**config.mk**
```make
export PLATFORM = sky130hd
export DESIGN_NAME = frame_packetizer
export DESIGN_NICKNAME = d
export VERILOG_FILES = /design/src/rtl/frame_packetizer.sv
export SDC_FILE = /design/constraint.sdc
export NUM_CORES = 1
export LEC_CHECK = 0
export CAP_MARGIN = 40
export CELL_PAD_IN_SITES_DETAIL_PLACEMENT = 0
export CELL_PAD_IN_SITES_GLOBAL_PLACEMENT = 1
export CORE_ASPECT_RATIO = 0.75
export CORE_MARGIN = 1.5
export CORE_UTILIZATION = 44
export CTS_CLUSTER_SIZE = 40
export DETAILED_ROUTE_END_ITERATION = 8
export GPL_ROUTABILITY_DRIVEN = 0
export GPL_TIMING_DRIVEN = 1
export MAX_ROUTING_LAYER = met4
export PLACE_DENSITY = 0.8
export SLEW_MARGIN = 20
export SYNTH_ARGS = -nofsm -noshare
export SYNTH_HDL_FRONTEND = slang
export SYNTH_SLANG_ARGS = --single-unit
```
**constraint.sdc**
```tcl
create_clock -name clk -period 4.8 [get_ports clk]
set_clock_uncertainty 0.05 [all_clocks]
set_input_delay 0.96 -clock clk [delete_from_list [all_inputs] [get_ports clk]]
set_output_delay 0.96 -clock clk [all_outputs]
set_load 0.005 [all_outputs]
```
**src/rtl/frame_packetizer.sv**
```systemverilog
`default_nettype none
// ============================================================================
// frame_packetizer : frames each AXIS payload packet with preamble, sync,
//                    mode, length and guard fields, then an idle gap.
// Revision         : 1.0
// ============================================================================
module frame_packetizer #(
    parameter int          DATA_W    = 8,
    parameter int          LEN_W     = 16,
    parameter int          PRE_LEN   = 224,
    parameter int          SYNC_LEN  = 32,
    parameter logic [31:0] SYNC_WORD = 32'hAAAA_AAAA,
    parameter int          GUARD_LEN = 40,
    parameter int          GAP_LEN   = 2
) (
    input  logic              clk,
    input  logic              rst_n,
    input  logic              bypass,
    input  logic [LEN_W-1:0]  payload_length,
    input  logic [DATA_W-1:0] in_tdata,
    input  logic              in_tvalid,
    output logic              in_tready,
    input  logic              in_tlast,
    input  logic              in_tuser,
    output logic [DATA_W-1:0] out_tdata,
    output logic              out_tvalid,
    input  logic              out_tready,
    output logic              out_tlast,
    output logic              out_tuser,
    output logic              hdr_vld,
    output logic              busy,
    output logic              pkt_err
);

    typedef enum logic [3:0] {
        S_IDLE  = 4'd0,
        S_PRE   = 4'd1,
        S_SYNC  = 4'd2,
        S_MODE  = 4'd3,
        S_LEN   = 4'd4,
        S_GUARD = 4'd5,
        S_PLD   = 4'd6,
        S_FLUSH = 4'd7,
        S_GAP   = 4'd8
    } state_t;

    localparam int c_MODE_LEN = 8;

    state_t             r_state;
    logic [31:0]        r_cnt;
    logic [LEN_W-1:0]   r_plen;
    logic [LEN_W-1:0]   r_pcnt;
    logic               r_is_bpsk;

    logic               w_load;
    logic               w_hdr_bit;
    logic               w_field_last;
    logic               w_pld_last;
    state_t             w_next_hdr;
    logic [LEN_W-1:0]   w_plen_inc;
    logic [LEN_W-1:0]   w_plen;

    assign w_load     = !out_tvalid || out_tready;
    assign w_plen_inc = payload_length + LEN_W'(1);
    assign w_plen     = in_tuser ? payload_length : (w_plen_inc >> 1);
    assign w_pld_last = (r_pcnt == r_plen - LEN_W'(1));
    assign busy       = (r_state != S_IDLE);

    // Header symbol for the current field position, plus field sequencing
    always_comb begin
        w_hdr_bit    = 1'b0;
        w_field_last = 1'b0;
        w_next_hdr   = S_IDLE;
        case (r_state)
            S_PRE: begin
                w_hdr_bit    = r_cnt[0];
                w_field_last = (r_cnt == 32'(PRE_LEN - 1));
                w_next_hdr   = S_SYNC;
            end
            S_SYNC: begin
                w_hdr_bit    = 1'(SYNC_WORD >> (32'(SYNC_LEN - 1) - r_cnt));
                w_field_last = (r_cnt == 32'(SYNC_LEN - 1));
                w_next_hdr   = S_MODE;
            end
            S_MODE: begin
                w_hdr_bit    = r_is_bpsk;
                w_field_last = (r_cnt == 32'(c_MODE_LEN - 1));
                w_next_hdr   = S_LEN;
            end
            S_LEN: begin
                w_hdr_bit    = 1'(r_plen >> (32'(LEN_W - 1) - r_cnt));
                w_field_last = (r_cnt == 32'(LEN_W - 1));
                w_next_hdr   = S_GUARD;
            end
            S_GUARD: begin
                w_hdr_bit    = r_cnt[0];
                w_field_last = (r_cnt == 32'(GUARD_LEN - 1));
                w_next_hdr   = (r_plen == '0) ? S_GAP : S_PLD;
            end
            default: ;
        endcase
    end

    always_comb begin
        in_tready = 1'b0;
        case (r_state)
            S_IDLE:  in_tready = bypass && w_load;
            S_PLD:   in_tready = w_load;
            S_FLUSH: in_tready = 1'b1;
            default: in_tready = 1'b0;
        endcase
    end

    always_ff @(posedge clk) begin
        if (!rst_n) begin
            r_state    <= S_IDLE;
            r_cnt      <= '0;
            r_plen     <= '0;
            r_pcnt     <= '0;
            r_is_bpsk  <= 1'b0;
            out_tdata  <= '0;
            out_tvalid <= 1'b0;
            out_tlast  <= 1'b0;
            out_tuser  <= 1'b1;
            hdr_vld    <= 1'b0;
            pkt_err    <= 1'b0;
        end else begin
            pkt_err <= 1'b0;
            case (r_state)
                S_IDLE: begin
                    if (bypass) begin
                        if (w_load) begin
                            out_tvalid <= in_tvalid;
                            out_tdata  <= in_tdata;
                            out_tlast  <= in_tlast;
                            out_tuser  <= in_tuser;
                            hdr_vld    <= 1'b0;
                        end
                    end else begin
                        if (w_load) begin
                            out_tvalid <= 1'b0;
                            out_tlast  <= 1'b0;
                            hdr_vld    <= 1'b0;
                        end
                        // The first payload beat stays on the input until PLD
                        if (in_tvalid) begin
                            r_plen    <= w_plen;
                            r_is_bpsk <= in_tuser;
                            r_cnt     <= '0;
                            r_pcnt    <= '0;
                            r_state   <= S_PRE;
                        end
                    end
                end
                S_PRE, S_SYNC, S_MODE, S_LEN, S_GUARD: begin
                    if (w_load) begin
                        out_tvalid <= 1'b1;
                        out_tdata  <= {DATA_W{w_hdr_bit}};
                        out_tuser  <= 1'b1;
                        hdr_vld    <= 1'b1;
                        out_tlast  <= (r_state == S_GUARD) && w_field_last && (r_plen == '0);
                        if (w_field_last) begin
                            r_cnt   <= '0;
                            r_state <= w_next_hdr;
                        end else begin
                            r_cnt <= r_cnt + 32'd1;
                        end
                    end
                end
                S_PLD: begin
                    if (w_load) begin
                        if (in_tvalid) begin
                            out_tvalid <= 1'b1;
                            out_tdata  <= in_tdata;
                            out_tuser  <= r_is_bpsk;
                            hdr_vld    <= 1'b0;
                            out_tlast  <= w_pld_last || in_tlast;
                            r_pcnt     <= r_pcnt + LEN_W'(1);
                            if (w_pld_last || in_tlast) begin
                                pkt_err <= w_pld_last ^ in_tlast;
                                r_state <= (w_pld_last && !in_tlast) ? S_FLUSH : S_GAP;
                            end
                        end else begin
                            out_tvalid <= 1'b0;
                            out_tlast  <= 1'b0;
                        end
                    end
                end
                S_FLUSH: begin
                    if (w_load) begin
                        out_tvalid <= 1'b0;
                        out_tlast  <= 1'b0;
                        hdr_vld    <= 1'b0;
                    end
                    if (in_tvalid && in_tlast) begin
                        r_state <= S_GAP;
                    end
                end
                S_GAP: begin
                    // Counting starts once the tlast beat has left the output stage
                    if (w_load) begin
                        out_tvalid <= 1'b0;
                        out_tlast  <= 1'b0;
                        hdr_vld    <= 1'b0;
                        if (r_cnt == 32'(GAP_LEN - 1)) begin
                            r_cnt   <= '0;
                            r_state <= S_IDLE;
                        end else begin
                            r_cnt <= r_cnt + 32'd1;
                        end
                    end
                end
                default: r_state <= S_IDLE;
            endcase
        end
    end

endmodule
`default_nettype wire

```
# Word-level counts from Yosys, hierarchy flattened
# Cells that the tools add are included.
# word_totals
rom_bits	0
mem_count	0
out_inout_bits	15
input_bits	31
ram_bits	0
ff_bits	82
latch_bits	0
# op_classes
multipliers	0
add_sub_neg	6
shifts	2
eq_ne	29
div	0
n_lt_le_gt_ge	0
n_reduce_logical	29
n_mux	59
n_bitwise	2
# op_table
operator	n
2-to-1 mux 32 bit	6
case mux 32 bit (3 select lines)	1
2-to-1 mux 16 bit	5
2-to-1 mux 4 bit	12
2-to-1 mux 8 bit	5
case mux 4 bit (5 select lines)	2
adder 16 x 1 -> 16 bit, second input constant	2
adder 32 x 1 -> 32 bit, second input constant	1
== test 32 x 1 -> 1 bit, second input constant	1
== test 32 x 3 -> 1 bit, second input constant	1
== test 32 x 4 -> 1 bit, second input constant	1
== test 32 x 5 -> 1 bit, second input constant	1
== test 32 x 6 -> 1 bit, second input constant	1
== test 32 x 8 -> 1 bit, second input constant	1
case mux 16 bit (2 select lines)	1
>> shifter 16 x 32 -> 1 bit	1
>> shifter 32 x 32 -> 1 bit, first input constant	1
subtractor 4 x 32 -> 32 bit, first input constant	1
subtractor 5 x 32 -> 32 bit, first input constant	1
inequality test 2 bit, second input constant	12
case mux 8 bit (3 select lines)	1
AND reduction 5 bit	4
2-to-1 mux 1 bit	19
== test 16 bit	1
27 further kinds	45

# Longest topological paths before layout
# Gate-level depths: netlist of the first run.
# logic_depth
word_depth	8
mapped_depth	14

# Worst setup path before layout of the first run
# OpenSTA, ideal clock, no wires.
# synth_timing
path_kind	register to register
startpoint	register r_plen[8]
endpoint	register r_state[1]
stages_incl_launch_ff	13
setup_slack_ps	1143
path_buffers	1
arrival_ps	3536
path_cell_list	dfxtp_1 -> clkbuf_1 -> or3_1 -> nor4b_1 -> and3_1 -> or4b_1 -> a221o_1 -> ha_1 -> o31ai_1 -> a211o_1 -> nand2_1 -> or4_1 -> a21oi_1
# synth_via
elab_chain_len	8
# synth_rtl
item	line_no	rtl
start: declaration	51	logic [LEN_W-1:0] r_plen;
start signal: assignment	147	r_plen <= w_plen;
subtractor 16 x 1 -> 16 bit	66	assign w_pld_last = (r_pcnt == r_plen - LEN_W'(1));
== test 16 bit	66	
logical AND 1 bit	181	r_state <= (w_pld_last && !in_tlast) ? S_FLUSH : S_GAP;
2-to-1 mux 4 bit	181	
2-to-1 mux 4 bit	179	if (w_pld_last || in_tlast) begin
2-to-1 mux 4 bit	172	if (in_tvalid) begin
2-to-1 mux 4 bit	171	if (w_load) begin
case mux 4 bit (5 select lines)	129	case (r_state)
end signal: assignment	164	r_state <= w_next_hdr;
end signal: assignment	181	
end: declaration	49	state_t r_state;
# Parallel ways exist; a longest one is shown, timed or not. The select of a mux whose other input is x is not followed.
# A chain may end at the register's enable or synchronous reset.

# Worst setup path in the final report of the first run
# layout_timing
startpoint	register r_plen[6]
endpoint	register r_state[3]
# Same word-level chain as after synthesis.

==> impl_metrics.csv, run 1 <==
group,metric,value,unit
worst_setup_path,cp_common_cell,"nor3_1",
worst_setup_path,timing.critical_path.from,"r_plen[6]$_SDFFE_PN0P_",
min_path,hp-class,"reg -> reg",
flow_run,maxCapViolCount,0,
floorplan,die_w,144.1,µm
global_routing,track_usage,27.69,%
power_and_ir_drop,leakage,0.002685,µW
worst_setup_path,worst_setup_path_end_kind,"flip-flop",
sta,setup_violations,0,
worst_setup_path,crit_fanout,8,
power_and_ir_drop,pwr-share-comb,38.1,%
cts,root_buffer,"clkbuf_16",
global_routing,grt_pass1_wl,32910,µm
synth,async_flop_share,0,%
worst_setup_path,crit_end,"r_state[3]$_SDFFE_PN0P_",
final_layout,drive_gt1_share,6.608,%
cts,numCtsBuffers,9,
cts,tritoncts,"done",
worst_setup_path,path_cells,"nor3_1 > nand3_1 > nor3_1 > and2_1 > or4b_2 > a221o_1 > ha_1 > o31ai_1 > a211o_1 > nand2_1 > or4_1 > a21oi_1",
synth,ys_top_cells_by_area,"dfxtp_1 (25%), nand2_1 (6.2%), xnor2_1 (4.7%)",
power_and_ir_drop,pwr_density_cell,332.1,nW/µm²
worst_setup_path,crit_type,"reg -> reg",
sta,rsz0062_at_grt,"no",
synth,avgSynthCellArea,7.224,µm²
cts,ctsResizeCount,0,
synth,synthFlopType,"dfxtp_1",
route,final_antenna_net_count,0,
power_and_ir_drop,p_int,1501,µW
power_and_ir_drop,power,2451,µW
placed_design,dpl-instance-area,7049,µm²
worst_setup_path,worst-path-stages,12,
power_and_ir_drop,netSwitchingFraction,38.77,%
cts,clk_pin_slew,70,ps
synth,ys_seq_area_share,25.00,%
final_layout,area.sequential,1642,µm²
cts,clock_path_buffers,2,
worst_setup_path,worstSetupStartpointType,"flip-flop",
route,drc,0,
route,routed_via_density,6.226,
worst_setup_path,cp_num_buf_inv,0,
sta,worst_pin_slew,810.9,ps
synth,synth_top_family_by_area,"simple AND/OR/NAND/NOR gates",
cts,cts_setup_buffers,0,
final_layout,multi_input_area,4523,µm²
floorplan,die_area,15670,µm²
floorplan,num_rows,38,
sta,slew_violations,0,
sta,hold_viol,0,
sta,fin_crit_sh,83.32,%
cts,cts_sinks,82,
sta,fin_crit,3999,ps
synth,synthXorXnorAreaFrac,8.403,%
worst_setup_path,cpLargestDelayFamily,"simple AND/OR/NAND/NOR gates",
floorplan,initial_core_util,45.28,%
synth,synthCells,909,
worst_setup_path,crit_arrival,4220,ps
synth,synth-simple-area-share,34.07,%
cts,htreeDepth,3,
worst_setup_path,r2r-start,"r_plen[6]$_SDFFE_PN0P_",
final_layout,diodes,0,
power_and_ir_drop,power_frac_seq,34.4,%
floorplan,dieHeight,108.8,µm
power_and_ir_drop,ir_worst_vdd,0.0002464,V
placed_design,dp.cells,1087,
power_and_ir_drop,p_sw,950.4,µW
power_and_ir_drop,p_clk_share,27.5,%
status,status,"finished clean",
final_layout,instances_no_fill,1108,
placed_design,hpwl,14920,µm
synth,synth_nets,953,
synth,synthMuxAreaShare,3.258,%
route,drt-total-wl,20150,µm
route,drt_iter0_drc,631,
synth,ys_types,72,
placed_design,preCtsSetupSlack,855.0,ps
synth,synth_top_area_share,25.00,%
floorplan,io_pins,46,
global_routing,grt_remaining_overflow,0,
worst_setup_path,rr_worst_depth,12,
synth,synth_area_leader_cell,"dfxtp_1",
worst_setup_path,crit_required,5020,ps
worst_setup_path,cp_slowest_cell,"or4b_2",
synth,syn-cell-area,6566,µm²
synth,synth_compound_area_share,20.62,%
final_layout,nets,947,
placed_design,port_buffers,45,
synth,synthAdderAreaFrac,2.477,%
sta,max_slew_margin,45.87,%
final_layout,fillers,1435,
sta,finalSetupTns,0,ps
cts,cts-hold-fix-buffers,0,
route,drt-pass1-iter-count,5,
worst_setup_path,r2r-end,"r_state[3]$_SDFFE_PN0P_",
worst_setup_path,reg2reg_slack,800,ps
floorplan,core_area,14500,µm²
synth,synth_seq_cells,82,
synth,yosys_warnings,0,
cts,clkLatencyLatePin,350,ps
worst_setup_path,critPathMaxStageDelay,620,ps
final_layout,fin_area,7381,µm²
sta,layout_setup_ws,800.6,ps
route,wl_per_cell,18.18,µm
global_routing,grt_pass1_vias,6306,
final_layout,area_delta_synth_final,12.40,%
global_routing,antenna_found_initial,0,
global_routing,grt_max_degree,35,
route,vias,6898,
sta,fmax,0.2500,GHz
synth,synth-edff-count,0,
==> routing by layer <==
| metal | wire (µm) | global-route usage, % |
|---|---|---|
| met5 | 0 | - |
| met3 | 1876 | 5.358 |
| met2 | 7730 | 37.35 |
| met4 | 299 | 6.851 |
| met1 | 10240 | 41.50 |
==> state kept, by name, summed over array words and instances (netlist names) <==
name and count:
r_cnt 32, r_pcnt 16, r_plen 16, out_tdata 8
r_state 4, hdr_vld 1, out_tlast 1, out_tuser 1
out_tvalid 1, pkt_err 1, r_is_bpsk 1
==> cell usage in the layout, fill, tap and decap left out, types with 24 or more instances in the layout <==
| cell type | Yosys | final |
|---|---|---|
| nand2_1 | 109 | 109 |
| dfxtp_1 | 82 | 82 |
| nor2_1 | 73 | 73 |
| a21oi_1 | 56 | 56 |
| nand3_1 | 51 | 51 |
| o21ai_0 | 49 | 49 |
| clkdlybuf4s50_1 | 0 | 45 |
| xnor2_1 | 35 | 35 |
| nand4_1 | 32 | 32 |
| inv_1 | 29 | 29 |
| xor2_1 | 28 | 28 |
| a31oi_1 | 25 | 25 |
| nor3_1 | 24 | 24 |
==> cells in the mapped netlist, types with 3 or more instances <==
cell,number
a211o_1,6
a21oi_1,56
a221o_1,3
a31oi_1,25
and2_1,11
and3_1,9
and4_1,6
buf_2,7
clkbuf_1,66
dfxtp_1,82
ha_1,13
inv_1,29
mux2_2,3
mux2i_1,9
mux4_2,4
nand2_1,109
nand2b_1,9
nand3_1,51
nand3b_1,6
nand4_1,32
nor2_1,73
nor2b_1,8
nor3_1,24
nor3b_1,5
nor4_1,21
nor4b_1,7
o211ai_1,4
o21a_1,4
o21ai_0,49
o221ai_1,6
o22a_1,3
o22ai_1,4
o2bb2ai_1,6
o311ai_0,11
o31ai_1,7
or2_2,6
or3_1,13
or3b_2,3
or4_1,14
xnor2_1,35
xor2_1,28
==> through the flow <==
step	util [%]	hold slack [ps]
2_1_floorplan	-	394.2
3_3_place_gp	48.51	417.4
3_5_place_dp	48.61	422.5
4_1_cts	50.59	438.6
5_1_grt	50.90	459.5
6_report	50.90	433.5
==> area by class of cell <==
class,instances,share of cell area (%)
Sequential cell,82,22.24
Tap cell,200,3.390
Inverter,29,1.475
Timing Repair Buffer,59,7.730
Clock inverter,6,0.6442
Clock buffer,10,3.238
Multi-Input combinational cell,722,61.28
==> worst min-delay path: stages, from the launching register on <==
cell and delay, ps:
dfxtp_1 330, nand2_1 60, a21oi_1 50
==> cell families after synthesis <==
| logic type | count (synthesis) |
|---|---|
| AND/OR/NAND/NOR | 421 |
| multiplexers | 16 |
| buffers and inverters | 105 |
| adder cells (fa/ha/maj) | 13 |
| AO/OA/AOI/OAI | 209 |
| flip-flops | 82 |
| XOR/XNOR | 63 |
==> power groups by stage <==
stage | combinational, µW | sequential (µW) | clock (µW)
2_1_floorplan | 654 | 799 | 0
3_3_place_gp | 898 | 849 | 0
3_5_place_dp | 909 | 854 | 0
4_1_cts | 914 | 841 | 693
5_1_grt | 1040 | 856 | 715
6_report | 933 | 844 | 674
==> worst min path at each step <==
stage                                      start                     end  slack, ps  cells past startpoint
after CTS                 r_plen[1]$_SDFFE_PN0P_  r_plen[1]$_SDFFE_PN0P_        440                      2
after detailed placement  r_is_bpsk$_SDFFE_PN0P_  r_is_bpsk$_SDFFE_PN0P_        420                      2
final                     r_is_bpsk$_SDFFE_PN0P_  r_is_bpsk$_SDFFE_PN0P_        430                      2
after global placement    r_is_bpsk$_SDFFE_PN0P_  r_is_bpsk$_SDFFE_PN0P_        420                      2
after global routing      r_plen[1]$_SDFFE_PN0P_  r_plen[1]$_SDFFE_PN0P_        460                      2
after floorplan           r_is_bpsk$_SDFFE_PN0P_  r_is_bpsk$_SDFFE_PN0P_        390                      2
Note: power is estimated with default switching activity, not from simulation.
==> run 2, diff against run 1 <==
Clock period 4.8 ns to 4.1 ns, I/O delays scaled along.
==> impl_metrics.csv, run 2 (synthesis gave the netlist of run 1 again) <==
group,metric,value,unit
floorplan,die_area,15670,µm²
final_layout,nets,960,
placed_design,port_buffers,45,
route,drt-pass1-iter-count,5,
final_layout,final_common_cell,"nand2_1",
min_path,worstHoldEndpoint,"r_is_bpsk$_SDFFE_PN0P_",
cts,cts-hold-fix-buffers,0,
route,vias,7004,
final_layout,multi_input_area,4534,µm²
worst_setup_path,crit_required,4320,ps
final_layout,largest_reg_flops,32,
cts,clkLatencyLatePin,350,ps
global_routing,grt_max_degree,26,
sta,fmax,0.2639,GHz
worst_setup_path,crit_arrival,4010,ps
worst_setup_path,crit_type,"reg -> reg",
floorplan,initial_core_util,45.28,%
global_routing,track_usage,27.91,%
global_routing,grt_remaining_overflow,0,
power_and_ir_drop,power,3022,µW
floorplan,io_pins,46,
power_and_ir_drop,ir_worst_vdd,0.0002659,V
final_layout,area_delta_synth_final,14.35,%
worst_setup_path,worst_setup_path_end_kind,"flip-flop",
power_and_ir_drop,leakage,0.002759,µW
sta,fin_crit_sh,92.44,%
cts,cts_sinks,82,
route,routed_via_density,6.248,
route,drc,0,
placed_design,preCtsSetupSlack,143.8,ps
global_routing,grt_pass1_vias,6261,
sta,worst_pin_slew,899.4,ps
sta,layout_setup_ws,310.0,ps
route,drt_iter0_drc,711,
worst_setup_path,r2r-start,"r_plen[5]$_SDFFE_PN0P_",
final_layout,fillers,1420,
floorplan,die_w,144.1,µm
final_layout,largest-register,"r_cnt",
worst_setup_path,crit_fanout,7,
sta,max_slew_margin,39.28,%
min_path,min_from,"r_is_bpsk$_SDFFE_PN0P_",
global_routing,antenna_found_initial,0,
cts,htreeDepth,3,
final_layout,diodes,0,
sta,hold_viol,0,
route,drt-total-wl,20520,µm
floorplan,num_rows,38,
worst_setup_path,worstSetupStartpointType,"flip-flop",
final_layout,top_regs,"r_cnt x32, r_pcnt x16, r_plen x16",
flow_run,maxCapViolCount,0,
worst_setup_path,r2r-end,"r_state[3]$_SDFFE_PN0P_",
cts,tritoncts,"done",
final_layout,post-route-util,51.78,%
sta,fin_crit,3790,ps
cts,clk_pin_slew,60,ps
min_path,hold_depth,2,
sta,slew_violations,0,
global_routing,grt_pass1_wl,33230,µm
floorplan,core_area,14500,µm²
power_and_ir_drop,pwr_density_cell,402.5,nW/µm²
route,final_antenna_net_count,0,
final_layout,instances_no_fill,1121,
floorplan,dieHeight,108.8,µm
worst_setup_path,reg2reg_slack,310,ps
final_layout,area.sequential,1642,µm²
cts,root_buffer,"clkbuf_16",
placed_design,dp.cells,1104,
route,wl_per_cell,18.30,µm
placed_design,hpwl,15130,µm
worst_setup_path,rr_worst_depth,12,
sta,rsz0062_at_grt,"no",
min_path,hp-class,"reg -> reg",
final_layout,final_cell_mix,"nand2_1 (109), dfxtp_1 (82), nor2_1 (73)",
cts,numCtsBuffers,9,
status,status,"finished clean",
sta,finalSetupTns,0,ps
sta,setup_violations,0,
cts,clock_path_buffers,2,
final_layout,drive_gt1_share,7.926,%
## run 2: area by class of cell
| cell class | count | share of cell area (%) |
|---|---|---|
| Clock buffer | 11 | 3.233 |
| Tap cell | 200 | 3.333 |
| Multi-Input combinational cell | 722 | 60.39 |
| Clock inverter | 5 | 0.8332 |
| Sequential cell | 82 | 21.86 |
| Timing Repair Buffer | 72 | 8.899 |
| Inverter | 29 | 1.450 |
## run 2: worst max path at each step
stage	endpoint	slack, ps	from	depth (start not counted)
after floorplan	r_state[1]$_SDFFE_PN0P_	440	r_plen[8]$_SDFFE_PN0P_	12
after global placement	r_state[3]$_SDFFE_PN0P_	300	r_plen[6]$_SDFFE_PN0P_	12
after detailed placement	r_state[3]$_SDFFE_PN0P_	140	r_plen[5]$_SDFFE_PN0P_	12
after CTS	r_state[1]$_SDFFE_PN0P_	130	r_plen[5]$_SDFFE_PN0P_	12
after global routing	r_state[3]$_SDFFE_PN0P_	30	r_plen[0]$_SDFFE_PN0P_	13
final	r_state[3]$_SDFFE_PN0P_	310	r_plen[5]$_SDFFE_PN0P_	12
## run 2: where the power goes
part	internal, µW	switching, µW	leakage, µW
logic	493	688	0.00195
registers	873	112	0.000665
clock network	493	364	0.000142
total	1860	1160	0.00276
## run 2: repair_timing
item	in CTS	in global routing
endpoints found under the hold margin	0	0
setup buffers	0	0
gates resized for setup	0	2
setup endpoints to repair	0	3
## run 2: layer usage
metal	vias up	share of wire (%)	track usage (%)
li1	3339	-	-
met1	3346	51	41.95
met2	289	38	36.26
met3	30	9.3	6.983
met4	0	1.5	6.924
met5	-	0	-
## run 2: worst max-delay path, stage by stage (launching register included)
cell	delay (ps)
dfxtp_1	400
nor3_4	270
nand3_1	180
nor3_1	270
and2_1	200
or4b_2	620
a221o_1	380
ha_1	210
o31ai_1	240
a211o_1	160
nand2_1	120
or4_1	490
a21oi_1	130
## run 2: stage by stage
step | hold WS [ps] | area, µm²
floorplan | 394.2 | 6566
detailed placement | 419.3 | 7181
finish | 432.2 | 7508
CTS | 428.7 | 7486
global placement | 417.9 | 7154
global route | 471.2 | 7508
